===== config.mk =====
export PLATFORM = sky130hd
export DESIGN_NAME = fir_result_sink
export DESIGN_NICKNAME = d
export VERILOG_FILES = /design/src/rtl/fir_result_sink.sv
export SDC_FILE = /design/constraint.sdc
export NUM_CORES = 1
export LEC_CHECK = 0
export ABC_CLOCK_PERIOD_IN_PS = 3210
export CORE_MARGIN = 3
export CORE_UTILIZATION = 30
export CTS_BUF_LIST = sky130_fd_sc_hd__clkbuf_4
export DETAILED_ROUTE_END_ITERATION = 7
export HOLD_SLACK_MARGIN = 0.15
export SLEW_MARGIN = 20
export SYNTH_ARGS = -nofsm -noshare
export SYNTH_HDL_FRONTEND = slang
export SYNTH_SLANG_ARGS = --single-unit

===== constraint.sdc =====
create_clock -name clk -period 3.21 [get_ports clk]
set_clock_uncertainty 0.1 [all_clocks]
set_input_delay 0.321 -clock clk [delete_from_list [all_inputs] [get_ports clk]]
set_output_delay 0.321 -clock clk [all_outputs]
set_load 0.05 [all_outputs]

===== src/rtl/fir_result_sink.sv =====
// rtl/fir_result_sink.sv - FIR result decimator, offset-binary to two's complement converter and output FIFO
module fir_result_sink #(
  parameter int W          = 14,
  parameter int OSR        = 1,
  parameter int FIFO_DEPTH = 16,
  parameter int LENGTH     = 24000
) (
  input  logic         clk,
  input  logic         rst,
  input  logic [W-1:0] in_data,
  input  logic         in_valid,
  output logic [W-1:0] out_data,
  output logic         out_valid,
  input  logic         out_ready,
  output logic         overflow,
  output logic [15:0]  drop_count,
  output logic         done
);

  localparam int AW = $clog2(FIFO_DEPTH);
  localparam int PW = (OSR > 1) ? $clog2(OSR) : 1;

  logic [W-1:0]  mem [FIFO_DEPTH];
  logic [AW:0]   wptr, rptr;
  logic [PW-1:0] phase;
  logic [31:0]   vcount;

  logic empty, full, pop, kept, push, drop, last;

  assign empty = (wptr == rptr);
  assign full  = (wptr[AW] != rptr[AW]) && (wptr[AW-1:0] == rptr[AW-1:0]);
  assign pop   = !empty && out_ready;
  assign kept  = in_valid && (phase == '0) && !done;
  // A full FIFO still accepts a kept sample when the head leaves in the same cycle.
  assign push  = kept && (!full || pop);
  assign drop  = kept && full && !pop;
  assign last  = (LENGTH != 0) && (vcount == 32'(LENGTH - 1));

  assign out_valid = !empty;
  assign out_data  = empty ? '0 : mem[rptr[AW-1:0]];

  always_ff @(posedge clk) begin
    if (push)
      mem[wptr[AW-1:0]] <= {~in_data[W-1], in_data[W-2:0]};
  end

  always_ff @(posedge clk or negedge rst) begin
    if (!rst) begin
      wptr       <= '0;
      rptr       <= '0;
      phase      <= '0;
      vcount     <= '0;
      overflow   <= 1'b0;
      drop_count <= '0;
      done       <= 1'b0;
    end else begin
      if (push)
        wptr <= wptr + 1'b1;
      if (pop)
        rptr <= rptr + 1'b1;

      // A gap in in_valid realigns decimation so the next valid result is kept.
      if (!in_valid)
        phase <= '0;
      else if (!done)
        phase <= (phase == PW'(OSR - 1)) ? '0 : phase + 1'b1;

      if (in_valid && !done) begin
        vcount <= vcount + 1'b1;
        if (last)
          done <= 1'b1;
      end

      if (drop) begin
        overflow <= 1'b1;
        if (drop_count != 16'hFFFF)
          drop_count <= drop_count + 1'b1;
      end
    end
  end

endmodule


==> results_dict.tcl <==
set metrics [dict create \
    status "completed" \
    syn_area_per_cell_um2 18.3 \
    place.gp.congestion 0.744 \
    worst_pin_slew_ps 900 \
    maxClockFrequency_mhz 318 \
    yosys_warnings 0 \
    synth_area_leaders "edfxtp_1 59%, dfrtp_1 13%, mux4_2 11%" \
    synth_seq_area_share 0.720 \
    utilization 0.372 \
    layout.cells.non_filler 1312 \
    max_cap_viol_count 0 \
    worstSetupEndpointType "primary output" \
    routed_wirelength_um 26200 \
    final_common_cell "edfxtp_1" \
    rsz0062_at_grt "true" \
    p_leak_nw 4.90 \
    core_um2 37000 \
    worstSetupStartpointType "flop" \
    io_buffers 50 \
    die_h_um 201 \
    finalSetupViolations 0 \
    dp.cells 1168 \
    hold_ws_ps 225 \
    cts.sinks 284 \
    fin_crit_ps 3150 \
    power_density_nw_per_um2 888 \
    path_clk_slew_ps 70 \
    dieArea_um2 40500 \
    final_nets 775 \
    period_share 0.980 \
    synth_top_cell_area_share 0.589 \
    grt_pass1_vias 6705 \
    grt_antenna_before_repair 2 \
    ys_ff_latch 284 \
    path_class "flop to primary output" \
    fp.dieW_um 201 \
    dr.pass1.iters 5 \
    cts_tree "done" \
    tns_ps 0 \
    synth_area_leader_cell "edfxtp_1" \
    layout-drive-gt1-share 0.305 \
    relSlewSlack 0.400 \
    h-tree-depth 3 \
    layout_common_cells "224 x edfxtp_1, 110 x clkbuf_4, 58 x dfrtp_1, 56 x mux4_2, 35 x buf_4" \
    grt_max_degree 61 \
    cts_inserted_buffers 75 \
    grt_pass1_wl_um 40400 \
    drc 0 \
    place_ws_ps 155 \
    grtUsageTotal 0.129 \
    arrival_ps 2730 \
    detail-route-antenna-nets 0 \
    fin_ws_ps 63.5 \
    io_pins 51 \
    netlist_area_um2 11400 \
    hold_violations 0 \
    clk_latency_ps 690 \
    hp-class "input port to asynchronous set/reset pin" \
    synthesis.nets 649 \
    irDropWorstVdd_mv 0.404 \
    drt-initial-drc-count 426 \
    row_count 70 \
    initial_utilization 0.309 \
    worstPathMaxFanout 15 \
    detail_route.wl_per_cell_um 20.0 \
    cts_root_buf "clkbuf_4" \
    dpl.hpwl_um 15700 \
    fillCellCount 3499 \
    viasPerCell 4.80 \
    required_ps 2790 \
    clockBufferDepth 3 \
    vias 6302 \
    ys_types 47 \
    syn_to_final_growth_pct 20.6 \
    postSynthCellCount 624 \
    overflow 0 \
    final-max-slew-violation-count 0 \
]
[worst max-delay path, stage by stage, from the launching register on]
cell	delay, ps
dfrtp_4	510
buf_16	210
mux4_2	540
a22oi_1	380
a21oi_2	160
buf_4	220
[metal layers]
| metal | vias up | share of wire | routed length (µm) | track usage |
|---|---|---|---|---|
| met5 | - | 0.00050 | 13 | 0 |
| met4 | 2 | 0.020 | 535 | 0.0444 |
| met3 | 50 | 0.074 | 1950 | 0.0411 |
| met2 | 245 | 0.46 | 12100 | 0.197 |
| met1 | 3215 | 0.44 | 11600 | 0.177 |
| li1 | 2790 | - | - | - |
[per-stage QoR]
step / cell area [µm²] / power, mW
finish: 13800 / 12.2
global route: 13800 / 12.9
CTS: 13700 / 12.2
detailed placement: 12600 / 8.75
global placement: 12600 / 8.72
floorplan: 11400 / 7.41
[power by group]
part           internal, mW  total [mW]  switching, mW
registers              4.40        4.63          0.228
clock network          1.73        3.22           1.49
logic                  1.73        4.39           2.66
total                  7.86        12.2           4.37
[synthesized netlist by cell type (all sizes together)]
cell type  number
a21boi          1
a21oi          14
a22oi          28
a31oi           1
a41o            1
and2            4
and2b           1
and3           13
and3b           4
and4            9
buf            15
clkbuf         14
dfrtp          60
edfxtp        224
ha              7
inv            10
mux2            5
mux4           56
nand2          18
nand2b          2
nand3          24
nand3b          1
nand4           9
nor2           14
nor2b           4
nor3            7
nor3b           4
nor4            8
nor4b           2
o2111ai         1
o21ai           1
o31a            1
or2             2
or3             1
or4             2
xnor2          32
xor2           24
[registers in the layout, indices dropped and copies added (netlist names)]
| register | count |
|---|---|
| vcount | 32 |
| wptr | 5 |
| drop_count | 16 |
| overflow | 1 |
| rptr | 5 |
| done | 1 |
| mem | 224 |
[final cells by class]
class                   instances  area, µm²  area share
well taps                     504        631      0.0458
multi-input cells             301       3110       0.226
diodes                          1       2.50    0.000182
clock buffers                 110        826      0.0599
inverters                      10       37.5     0.00272
clock inverters                24        148      0.0107
flip-flops and latches        284       8230       0.597
repair buffers                 78        791      0.0574
[final timing paths]
| check | from | to | slack, ps | depth (start not counted) |
|---|---|---|---|---|
| worst max-delay path | rptr[0] | out_data[11] | 60 | 5 |
| worst min-delay path | rst | vcount[26] | 220 | 3 |
| worst max register to register | wptr[2] | mem[3][7] | 180 | 6 |
| worst min register to register | overflow | overflow | 370 | 1 |
| max in group asynchronous | rst | rptr[1] | 2190 | 3 |
| min in group clk | in_valid | vcount[2] | 290 | 3 |
[logic make-up after synthesis]
| kind of cell | count (synthesis) | share of synthesized area |
|---|---|---|
| compound gates | 48 | 0.0301 |
| xor+xnor | 56 | 0.0429 |
| fa+ha+maj | 7 | 0.00766 |
| buf+inv | 39 | 0.0142 |
| flops | 284 | 0.720 |
| mux | 61 | 0.115 |
| simple gates | 129 | 0.0700 |
[what timing repair did]
item / CTS / global route
gates resized for setup: 5 / 9
pin swaps: 0 / 1
endpoints found under the setup margin: 14 / 15
hold endpoints to repair: 60 / 0
hold buffers: 1 / 0
setup buffers: 0 / 4
gates cloned: 2 / 2
No activity file was read; power rests on OpenSTA's default activity.
